### src/rtl/mem_stage_pkg.sv
// Shared types and helpers for the wait-stated MEM stage: FSM/size encodings,
// byte-lane strobes, store-data lane placement and load extension.
package mem_stage_pkg;

    typedef enum logic [1:0] {
        ST_IDLE = 2'd0,
        ST_BUSY = 2'd1,
        ST_DONE = 2'd2
    } state_e;

    typedef enum logic [1:0] {
        SZ_BYTE = 2'd0,
        SZ_HALF = 2'd1,
        SZ_WORD = 2'd2
    } size_e;

    function automatic size_e decode_size(input logic word_en, input logic half_en);
        size_e sz;
        if (word_en) begin
            sz = SZ_WORD;
        end else if (half_en) begin
            sz = SZ_HALF;
        end else begin
            sz = SZ_BYTE;
        end
        return sz;
    endfunction

    function automatic logic is_aligned(input size_e sz, input logic [1:0] lo);
        logic ok;
        case (sz)
            SZ_WORD: ok = (lo == 2'b00);
            SZ_HALF: ok = ~lo[0];
            SZ_BYTE: ok = 1'b1;
            default: ok = 1'b0;
        endcase
        return ok;
    endfunction

    function automatic logic [3:0] lane_strobe(input size_e sz, input logic [1:0] lo);
        logic [3:0] stb;
        case (sz)
            SZ_WORD: stb = 4'b1111;
            SZ_HALF: stb = lo[1] ? 4'b1100 : 4'b0011;
            SZ_BYTE: stb = 4'b0001 << lo;
            default: stb = 4'b0000;
        endcase
        return stb;
    endfunction

    // Replicate the low bits of the store data so any strobed lane sees them.
    function automatic logic [31:0] place_data(input size_e sz, input logic [31:0] d);
        logic [31:0] row;
        case (sz)
            SZ_WORD: row = d;
            SZ_HALF: row = {2{d[15:0]}};
            SZ_BYTE: row = {4{d[7:0]}};
            default: row = d;
        endcase
        return row;
    endfunction

    function automatic logic [31:0] extend_row(input logic [31:0] row, input size_e sz,
                                               input logic [1:0] lo, input logic uns);
        logic [7:0]  b;
        logic [15:0] h;
        logic [31:0] r;
        b = row[{lo, 3'b000} +: 8];
        h = lo[1] ? row[31:16] : row[15:0];
        case (sz)
            SZ_BYTE: r = uns ? {24'd0, b} : {{24{b[7]}}, b};
            SZ_HALF: r = uns ? {16'd0, h} : {{16{h[15]}}, h};
            SZ_WORD: r = row;
            default: r = row;
        endcase
        return r;
    endfunction

endpackage

### src/rtl/mem_stage_ws_dm_bank.sv
// Little-endian data memory of 32-bit rows with per-byte write strobes,
// a registered pipeline read port and a registered debug read port.
module dm_bank #(
    parameter int NB_WADDR = 5
) (
    input  logic                i_clock,
    input  logic                i_reset,
    input  logic [NB_WADDR-1:0] i_addr,
    input  logic [3:0]          i_we,
    input  logic [31:0]         i_wdata,
    input  logic                i_re,
    output logic [31:0]         o_rdata,
    input  logic [NB_WADDR-1:0] i_dbg_addr,
    input  logic                i_dbg_re,
    output logic [31:0]         o_dbg_data
);

    logic [3:0][7:0] mem_r [2**NB_WADDR];
    logic [31:0]     rdata_r;
    logic [31:0]     dbg_data_r;

    // Byte-lane writes; contents deliberately survive reset.
    always_ff @(posedge i_clock) begin
        for (int l = 0; l < 4; l++) begin
            if (i_we[l]) begin
                mem_r[i_addr][l] <= i_wdata[8*l +: 8];
            end
        end
    end

    // Registered read ports.
    always_ff @(posedge i_clock) begin
        if (i_reset) begin
            rdata_r    <= 32'd0;
            dbg_data_r <= 32'd0;
        end else begin
            if (i_re) begin
                rdata_r <= mem_r[i_addr];
            end
            if (i_dbg_re) begin
                dbg_data_r <= mem_r[i_dbg_addr];
            end
        end
    end

    assign o_rdata    = rdata_r;
    assign o_dbg_data = dbg_data_r;

endmodule

### src/rtl/mem_stage_ws.sv
// Pipeline MEM stage with a wait-stated data memory, stall handshake,
// sub-word loads/stores, misalignment detection and a debug read port.
module mem_stage_ws
    import mem_stage_pkg::*;
#(
    parameter int NB_DATA     = 32,
    parameter int NB_ADDR     = 32,
    parameter int NB_PC       = 32,
    parameter int NB_REG      = 5,
    parameter int NB_DM_ADDR  = 7,
    parameter int WAIT_STATES = 2,
    parameter int NB_WS       = 4
) (
    input  logic                  i_clock,
    input  logic                  i_reset,
    input  logic                  i_MEM_mem_read,
    input  logic                  i_MEM_mem_write,
    input  logic                  i_MEM_word_en,
    input  logic                  i_MEM_halfword_en,
    input  logic                  i_MEM_byte_en,
    input  logic                  i_MEM_unsigned,
    input  logic [NB_ADDR-1:0]    i_MEM_alu_result,
    input  logic [NB_DATA-1:0]    i_MEM_write_data,
    input  logic                  i_MEM_branch,
    input  logic                  i_MEM_zero,
    input  logic [NB_PC-1:0]      i_MEM_branch_addr,
    input  logic [NB_PC-1:0]      i_MEM_pc,
    input  logic [NB_REG-1:0]     i_MEM_selected_reg,
    input  logic                  i_MEM_reg_write,
    input  logic                  i_MEM_mem_to_reg,
    input  logic                  i_MEM_r31_ctrl,
    input  logic                  i_MEM_hlt,
    input  logic                  i_MEM_dm_read_enable,
    input  logic [NB_DM_ADDR-3:0] i_MEM_dm_read_address,
    output logic                  o_MEM_stall,
    output logic [NB_DATA-1:0]    o_MEM_mem_data,
    output logic                  o_MEM_misaligned,
    output logic                  o_MEM_err_sticky,
    output logic [NB_DATA-1:0]    o_MEM_dbg_data,
    output logic                  o_MEM_dbg_valid,
    output logic                  o_MEM_branch_zero,
    output logic [NB_PC-1:0]      o_MEM_branch_addr,
    output logic [NB_PC-1:0]      o_MEM_pc,
    output logic [NB_ADDR-1:0]    o_MEM_alu_result,
    output logic [NB_REG-1:0]     o_MEM_selected_reg,
    output logic                  o_MEM_reg_write,
    output logic                  o_MEM_mem_to_reg,
    output logic                  o_MEM_r31_ctrl,
    output logic                  o_MEM_hlt
);

    state_e                  state_r, state_next_s;
    logic [NB_WS-1:0]        count_r;
    logic [NB_DM_ADDR-1:0]   addr_r;
    logic [31:0]             wdata_r;
    size_e                   size_r;
    logic                    uns_r, store_r;
    logic [NB_DATA-1:0]      mem_data_r;
    logic                    dbg_valid_r, err_r;

    logic                    request_s, aligned_s, misaligned_s;
    logic                    stall_s, start_s, access_s, dbg_re_s, bank_re_s;
    size_e                   size_s;
    logic [NB_DM_ADDR-3:0]   bank_addr_s;
    logic [3:0]              bank_we_s;
    logic [31:0]             rdata_s, dbg_row_s, load_row_s;

    assign request_s    = i_MEM_mem_read | i_MEM_mem_write;
    assign size_s       = decode_size(i_MEM_word_en, i_MEM_halfword_en);
    assign aligned_s    = is_aligned(size_s, i_MEM_alu_result[1:0]);
    assign misaligned_s = request_s & ~aligned_s;

    // Next-state and handshake decode.
    always_comb begin
        state_next_s = state_r;
        stall_s      = 1'b0;
        start_s      = 1'b0;
        access_s     = 1'b0;
        case (state_r)
            ST_IDLE: begin
                if (request_s && aligned_s) begin
                    start_s      = 1'b1;
                    stall_s      = 1'b1;
                    state_next_s = ST_BUSY;
                end else begin
                    state_next_s = ST_IDLE;
                end
            end
            ST_BUSY: begin
                stall_s = 1'b1;
                if (count_r == {NB_WS{1'b0}}) begin
                    access_s     = 1'b1;
                    state_next_s = ST_DONE;
                end else begin
                    state_next_s = ST_BUSY;
                end
            end
            ST_DONE: state_next_s = ST_IDLE;
            default: state_next_s = ST_IDLE;
        endcase
    end

    // The bank read is launched from the IDLE cycle onward, so the row is
    // already registered by the access edge even with zero wait states.
    assign bank_addr_s = (state_r == ST_IDLE) ? i_MEM_alu_result[NB_DM_ADDR-1:2]
                                              : addr_r[NB_DM_ADDR-1:2];
    assign bank_re_s   = start_s | (state_r == ST_BUSY);
    assign bank_we_s   = (access_s && store_r && !i_reset) ? lane_strobe(size_r, addr_r[1:0]) : 4'b0000;
    assign dbg_re_s    = (state_r == ST_IDLE) & ~request_s & i_MEM_dm_read_enable;
    assign load_row_s  = extend_row(rdata_s, size_r, addr_r[1:0], uns_r);

    dm_bank #(.NB_WADDR(NB_DM_ADDR-2)) u_dm_bank (
        .i_clock    (i_clock),
        .i_reset    (i_reset),
        .i_addr     (bank_addr_s),
        .i_we       (bank_we_s),
        .i_wdata    (wdata_r),
        .i_re       (bank_re_s),
        .o_rdata    (rdata_s),
        .i_dbg_addr (i_MEM_dm_read_address),
        .i_dbg_re   (dbg_re_s),
        .o_dbg_data (dbg_row_s)
    );

    // FSM state, wait counter, request capture and registered results.
    always_ff @(posedge i_clock) begin
        if (i_reset) begin
            state_r     <= ST_IDLE;
            count_r     <= {NB_WS{1'b0}};
            addr_r      <= {NB_DM_ADDR{1'b0}};
            wdata_r     <= 32'd0;
            size_r      <= SZ_BYTE;
            uns_r       <= 1'b0;
            store_r     <= 1'b0;
            mem_data_r  <= {NB_DATA{1'b0}};
            dbg_valid_r <= 1'b0;
            err_r       <= 1'b0;
        end else begin
            state_r     <= state_next_s;
            dbg_valid_r <= dbg_re_s;
            err_r       <= err_r | misaligned_s;
            if (start_s) begin
                count_r <= NB_WS'(WAIT_STATES);
                addr_r  <= i_MEM_alu_result[NB_DM_ADDR-1:0];
                wdata_r <= place_data(size_s, i_MEM_write_data[31:0]);
                size_r  <= size_s;
                uns_r   <= i_MEM_unsigned;
                store_r <= i_MEM_mem_write;
            end else if (state_r == ST_BUSY && count_r != {NB_WS{1'b0}}) begin
                count_r <= count_r - NB_WS'(1);
            end
            if (access_s && !store_r) begin
                mem_data_r <= uns_r ? NB_DATA'(load_row_s) : NB_DATA'($signed(load_row_s));
            end else if (state_r == ST_IDLE && misaligned_s) begin
                mem_data_r <= {NB_DATA{1'b0}};
            end
        end
    end

    assign o_MEM_stall        = stall_s;
    assign o_MEM_mem_data     = mem_data_r;
    assign o_MEM_misaligned   = misaligned_s;
    assign o_MEM_err_sticky   = err_r;
    assign o_MEM_dbg_data     = NB_DATA'(dbg_row_s);
    assign o_MEM_dbg_valid    = dbg_valid_r;
    assign o_MEM_branch_zero  = i_MEM_branch & i_MEM_zero & ~stall_s;
    assign o_MEM_branch_addr  = i_MEM_branch_addr;
    assign o_MEM_pc           = i_MEM_pc;
    assign o_MEM_alu_result   = i_MEM_alu_result;
    assign o_MEM_selected_reg = i_MEM_selected_reg;
    assign o_MEM_reg_write    = i_MEM_reg_write;
    assign o_MEM_mem_to_reg   = i_MEM_mem_to_reg;
    assign o_MEM_r31_ctrl     = i_MEM_r31_ctrl;
    assign o_MEM_hlt          = i_MEM_hlt;

endmodule

### config.mk
export PLATFORM = sky130hd
export DESIGN_NAME = mem_stage_ws
export DESIGN_NICKNAME = d
export VERILOG_FILES = /design/src/rtl/mem_stage_pkg.sv /design/src/rtl/mem_stage_ws_dm_bank.sv /design/src/rtl/mem_stage_ws.sv
export SDC_FILE = /design/constraint.sdc
export NUM_CORES = 2
export LEC_CHECK = 0
export BUFFER_PORTS_ARGS = -buffer_cell sky130_fd_sc_hd__buf_4
export CAP_MARGIN = 20
export CORE_ASPECT_RATIO = 1.25
export CORE_MARGIN = 10
export CORE_UTILIZATION = 55
export CTS_CLUSTER_DIAMETER = 30
export DETAILED_ROUTE_END_ITERATION = 7
export GPL_ROUTABILITY_DRIVEN = 0
export PLACE_DENSITY = 0.8
export SLEW_MARGIN = 15
export SYNTH_ARGS = -nofsm -noshare
export SYNTH_HDL_FRONTEND = slang
export SYNTH_HIERARCHICAL = 1
export SYNTH_SLANG_ARGS = --single-unit
### constraint.sdc
create_clock -name i_clock -period 4 [get_ports i_clock]
set_input_delay 0.8 -clock i_clock [delete_from_list [all_inputs] [get_ports i_clock]]
set_output_delay 0.8 -clock i_clock [all_outputs]
set_load 0.01 [all_outputs]
# After elaboration in Yosys (flattened, before gate mapping)
# Memory sizes are Yosys's and may differ from the RTL's. A register that Yosys moved wholly into a read port is not among the register bits.
# Cells that the tools add are included.
[op_classes]
n_eq_ne = 5
n_shift = 2
reduce_logical = 17
add_sub_neg = 1
n_bitwise = 12
mux = 32
[op_table]
columns = ["cell", "n"]
rows = [
  ["2-to-1 mux 32 bit", 4],
  ["one-hot mux 32 bit (2 select lines)", 2],
  ["variable part select 32 x 6 -> 8 bit", 1],
  ["2-to-1 mux 16 bit", 1],
  ["2-to-1 mux 1 bit", 14],
  ["one-hot mux 4 bit (3 select lines)", 1],
  ["logical NOT 2 bit", 4],
  ["2-to-1 mux 2 bit", 4],
  ["2-to-1 mux 4 bit", 2],
  ["== test 2 x 1 -> 1 bit, second input constant", 3],
  ["logical AND 1 bit", 6],
  ["bitwise AND 1 bit", 5],
  ["2-to-1 mux 5 bit", 1],
  ["== test 2 bit, second input constant", 2],
  ["logical NOT 4 bit", 1],
  ["inverter 1 bit", 4],
  ["one-hot mux 2 bit (2 select lines)", 1],
  ["nonzero test 2 bit", 2],
  ["nonzero test 4 bit", 1],
  ["<< shifter 1 x 2 -> 4 bit, first input constant", 1],
  ["subtractor 4 x 1 -> 4 bit, second input constant", 1],
  ["OR 1 bit", 3],
  ["one-hot mux 1 bit (3 select lines)", 1],
  ["logical NOT 1 bit", 2],
  ["2 further kinds", 2],
]
[totals]
ff_bits = 83
in_bits = 153
mem_bits_rw = 1024
n_memories = 1
out_inout_bits = 174
[mem_list]
columns = ["memory", "words", "width", "read_ports", "rd_ports_with_merged_regs", "write_ports", "line", "rtl"]
rows = [
  ["u_dm_bank.mem_r", 32, 32, 2, 2, 1, "mem_stage_ws_dm_bank.sv:18", "logic [3:0][7:0] mem_r [2**NB_WADDR];"],
]

# Logic depth before layout (Yosys ltp)
[logic_depth]
ltp_word = 9
depth_mapped = 11
ltp_nobuf = 8

# By module
# Netlist, hierarchy kept.
[by_module_without_submodules]
columns = ["mod", "cells_per_inst", "instances", "area_each_um2"]
rows = [
  ["dm_bank", 2624, 1, 49317.3],
  ["mem_stage_ws", 586, 1, 4783.3],
]

# Worst setup path after synthesis
# OpenSTA, ideal clock, no wires.
[synth_timing]
path_type = "register to register"
from = "register state_r[1]"
to = "memory u_dm_bank/mem_r[23][0] in the netlist's numbering, enable pin"
required_time_ps = 3630
path_slack_ps = 902
n_path_buf = 5
period_less_slack_ps = 3098
t_arrival_ps = 2728
path_stages_with_launch = 11
cell_sequence = "dfxtp_1 -> nor2_1 -> buf_1 -> mux2_2 -> buf_2 -> buf_2 -> inv_2 -> buf_1 -> nand3_1 -> clkbuf_1 -> nor2_1"
[synth_between]
word_cells_on_any_way = 9
cone_classes = "eq/ne (1); mux (5); reduce/logical (3)"
[synth_rtl]
columns = ["item", "line", "rtl"]
rows = [
  ["from (decl)", "mem_stage_ws.sv:52", "state_e state_r, state_next_s;"],
  ["from (signal assigned)", "mem_stage_ws.sv:139", "state_r <= state_next_s;"],
  ["logical NOT 2 bit", "mem_stage_ws.sv:105", "assign bank_addr_s = (state_r == ST_IDLE) ? i_MEM_alu_result[NB_DM_ADDR-1:2]"],
  ["2-to-1 mux 5 bit", "mem_stage_ws.sv:105", ""],
  ["net bank_addr_s[3]", "mem_stage_ws.sv:64", "logic [NB_DM_ADDR-3:0] bank_addr_s;"],
  ["to (decl)", "mem_stage_ws_dm_bank.sv:18", ""],
]
# The timed path passes the listed nets, and every way through them passes these cells.

# Final worst setup path
[layout_timing]
from = "register count_r[0]"
to = "memory u_dm_bank/mem_r[14][16] in the netlist's numbering, enable pin"
[layout_between]
elab_chain_cells = 8
[layout_lines]
columns = ["item", "line", "rtl"]
rows = [
  ["from (decl)", "mem_stage_ws.sv:53", "logic [NB_WS-1:0] count_r;"],
  ["from (signal assigned)", "mem_stage_ws.sv:129", "count_r <= {NB_WS{1'b0}};"],
  ["from (signal assigned)", "mem_stage_ws.sv:143", "count_r <= NB_WS'(WAIT_STATES);"],
  ["from (signal assigned)", "mem_stage_ws.sv:150", "count_r <= count_r - NB_WS'(1);"],
  ["logical NOT 4 bit", "mem_stage_ws.sv:91", "if (count_r == {NB_WS{1'b0}}) begin"],
  ["2-to-1 mux 1 bit", "mem_stage_ws.sv:91", ""],
  ["2-to-1 mux 1 bit", "mem_stage_ws.sv:79", "case (state_r)"],
  ["logical AND 1 bit (2 in a row)", "mem_stage_ws.sv:108", "assign bank_we_s = (access_s && store_r && !i_reset) ? lane_strobe(size_r, addr_r[1:0]) : 4'b0000;"],
  ["2-to-1 mux 4 bit", "mem_stage_ws.sv:108", ""],
  ["net bank_we_s[2]", "mem_stage_ws.sv:65", "logic [3:0] bank_we_s;"],
  ["2-to-1 mux 1 bit", "mem_stage_ws_dm_bank.sv:25", "if (i_we[l]) begin"],
  ["2-to-1 mux 1 bit (implied by the code)", "mem_stage_ws_dm_bank.sv:26", "mem_r[i_addr][l] <= i_wdata[8*l +: 8];"],
]
# The timed path passes the listed nets, and every way through them passes these cells.

==> reports/metrics.yaml <==
ys_async_sr_fraction_pct: 0
power.switching_mw: 8.63
clockBufferDepth: 3
postCtsSetupBuffers: 0
status: "finished, final reports clean"
antenna_found_initial: 9
crit_path_start_kind: "flip-flop"
worst_slew_pin_slew_ns: 1.24
yosys.area_share.simple_pct: 5.24
setup-violations-final: 0
multi_input_comb_area_sq_mm: 0.0184
ys_ff_latch: 1171
synth-compound-area-share_pct: 5.39
grt_usage_pct: 31.6
synth_edf_count: 1024
clock_tree.root_cell: "clkbuf_16"
die-area_sq_mm: 0.111
wl_mm: 176
syn_area_sq_mm: 0.0541
cts_hold_buf: 0
cp.required_ns: 4.51
die_w_microns: 301
core_region_area_sq_mm: 0.0975
skew_ns: 0.0321
total_leakage_power_nw: 20.6
synth_top_family_by_area: "multiplexers"
power_frac_seq_pct: 42.6
ctsResizeCount: 0
cp_max_fo: 8
cpMaxStageDelayCell: "nand2_1"
dieHeight_microns: 371
yosysSeqAreaShare_pct: 62.3
portBuffers: 129
power_frac_comb_pct: 11.8
synth-main-ff-cell: "edfxtp_1"
grt_pass1_vias: 35922
p_per_area_mw_per_mm2: 521
rows: 128
ios: 327
rsz0062_at_grt: "false"
drc: 0
ys_warn_count: 6
final_max_slew_viol_count: 0
filler_cell_count: 6180
end_kind: "flip-flop"
synthXorXnorAreaFrac_pct: 0.0486
crit_path_cell_trace: "inv_1 -> ha_1 -> or3b_2 -> nor3_1 -> nand2_1 -> nor2_1 -> nand2_1 -> nor2_1 -> buf_4"
max_freq_ghz: 0.275
overflow: 0
cts_made_buffers: 160
synth_area_per_cell_sq_um: 16.9
synth_mux_area_share_pct: 23.1
critPathMaxStageDelay_ns: 0.62
critPathArrivalTime_ns: 4.14
ant_nets: 0
layout-area-overhead-vs-synth_pct: 16.2
fin_crit_sh_pct: 91.0
synth_cells: 3210
drt-vias-per-instance: 7.21
holdPathStages: 3
p_sw_share_pct: 26.3
wire_per_inst_microns: 36.3
ys_types: 59
fin_crit_ns: 3.64
path_class: "flip-flop to flip-flop"
grt_first_pass_wirelength_mm: 252
start_util_pct: 55.5
fin_setup_tns_ns: 0
drt_iter0_drc: 5369
numClockSinks: 1171
fin_nets: 3570
synth_nets: 3365
ff_latch_area_sq_mm: 0.0337
grt_max_degree: 65
path_clk_slew_ns: 0.06
first_pass_iters: 8
synth_fa_ha_area_share_pct: 0.0463
htreeDepth: 4
r2r_cells: 9
ir_drop_uv: 494
p_clk_share_pct: 45.6
cts_tree: "yes"
power_mw: 32.8
slew_headroom_pct: 17.4
place_hpwl_mm: 114
layout-drive-gt1-share_pct: 34.9
finalHoldViolations: 0
clk_latency_ns: 0.80
hold_path.class: "primary input to flip-flop"
intPower_mw: 24.1
maxCapViolCount: 0
via_count: 34987
==> metrics by stage <==
| stage | worst slack (ns) | instance area [sq um] | instances | util [%] | hold WS, ns |
|---|---|---|---|---|---|
| after CTS | 0.494 | 62800 | 4847 | 64.3 | 0.243 |
| after global placement | 0.397 | 57000 | 4543 | 58.4 | 0.439 |
| after detailed placement | 0.366 | 57000 | 4546 | 58.5 | 0.451 |
| after floorplan | 0.902 | 54100 | 3210 | - | 0.434 |
| final | 0.362 | 62900 | 4855 | 64.5 | 0.284 |
| after global routing | 0.233 | 62900 | 4855 | 64.5 | 0.286 |
==> state kept, by name, indices dropped and copies added, names as in the netlist <==
name and cells:
u_dm_bank/mem_r 1024, o_MEM_err_sticky 1, addr_r 7, u_dm_bank/o_dbg_data 32, wdata_r 32, count_r 4, state_r 2, uns_r 1
o_MEM_dbg_valid 1, store_r 1, u_dm_bank/o_rdata 32, o_MEM_mem_data 32, size_r 2
==> power by group through the flow <==
| stage | registers [mW] | logic, mW | clock network, mW |
|---|---|---|---|
| after floorplan | 14.1 | 2.38 | 0 |
| after global placement | 14.2 | 3.55 | 0 |
| after detailed placement | 14.2 | 3.63 | 0 |
| after CTS | 14.0 | 3.68 | 15.0 |
| after global routing | 14.0 | 3.99 | 15.5 |
| final | 14.0 | 3.87 | 14.9 |
==> synth_stat cells, drive strengths merged, types with 2 or more instances <==
cell,count,area share [%]
nand3,45,0.42
a22oi,60,0.83
nand3b,3,0.042
o211ai,11,0.15
nor4,8,0.093
ha,2,0.046
nor2,233,1.6
o2111ai,8,0.13
buf,223,2.9
dfxtp,147,5.4
nand2,150,1.0
nor2b,51,0.59
a31oi,5,0.058
o22ai,34,0.39
o21a,5,0.069
a22o,32,0.52
mux2,17,0.35
a2bb2oi,4,0.065
a32o,7,0.13
nand4,20,0.23
and3,4,0.046
and2,9,0.11
a211oi,44,0.61
nor3b,5,0.088
a311oi,15,0.24
mux4,510,21
o21bai,2,0.028
o21ai,78,0.72
and3b,3,0.049
o2bb2ai,17,0.28
a21oi,110,1.0
mux2i,82,1.5
nand2b,13,0.15
or3b,2,0.032
clkbuf,135,0.94
xor2,2,0.032
nor3,69,0.64
inv,6,0.042
edfxtp,1024,57
or2,5,0.058
==> final timing paths <==
kind | startpoint | endpoint | slack, ns
max | count_r[0] | u_dm_bank/mem_r[14][16] | 0.36
min | i_MEM_alu_result[6] | addr_r[6] | 0.28
max reg2reg | count_r[0] | u_dm_bank/mem_r[14][16] | 0.36
min reg2reg | addr_r[6] | addr_r[6] | 0.46
==> worst max-delay path, delay by kind of cell (launching register included) <==
| family | cells | cell delay (ns) |
|---|---|---|
| fa+ha+maj | 1 | 0.17 |
| buf+inv | 2 | 0.36 |
| simple gates | 6 | 2.51 |
| flops | 1 | 0.32 |
==> layer usage <==
metal  GRT usage, %  vias to the layer above  routed length [microns]
met5          0.736                        -                      196
met4           24.9                       14                    16900
met3           12.8                      922                    27300
met2           48.3                     3253                    80700
met1           34.8                    17318                    51200
li1               -                    13480                        -
==> cell usage in the layout (no fill, tap or decap), types with 11 or more instances in the layout <==
cell,instances
bufinv_16,21
clkinvlp_4,15
mux2i_1,82
nor3_1,68
o211ai_1,11
mux4_2,510
edfxtp_1,1024
clkbuf_16,160
buf_12,24
clkbuf_1,17
clkinv_2,19
dfxtp_1,130
nand4_1,20
nand2_1,149
nor2b_1,50
a211oi_1,44
nand3_1,45
a21oi_1,109
nand2b_1,13
nor2_1,231
a311oi_1,15
buf_4,365
o2bb2ai_1,17
clkinv_4,15
o22ai_1,34
mux2_2,14
o21ai_0,74
clkinv_1,11
inv_6,16
a22oi_1,60
dfxtp_2,17
a22o_1,32
==> kinds of logic after synthesis <==
group,Yosys count
AO/OA/AOI/OAI,439
XOR/XNOR,3
adder cells (fa/ha/maj),2
buffers and inverters,364
flip-flops,1171
multiplexers,609
AND/OR/NAND/NOR,622
==> cell type report <==
class                      instances  share of cell area [%]
multi-input combinational       1675                    29.2
clock inverter                   119                    2.54
sequential                      1171                    53.6
antenna                            1                 0.00398
tap                             1300                    2.59
clock buffer                     182                    6.58
timing repair buffer             401                    5.42
inverter                           6                  0.0358
(Power assumes the default switching activity.)
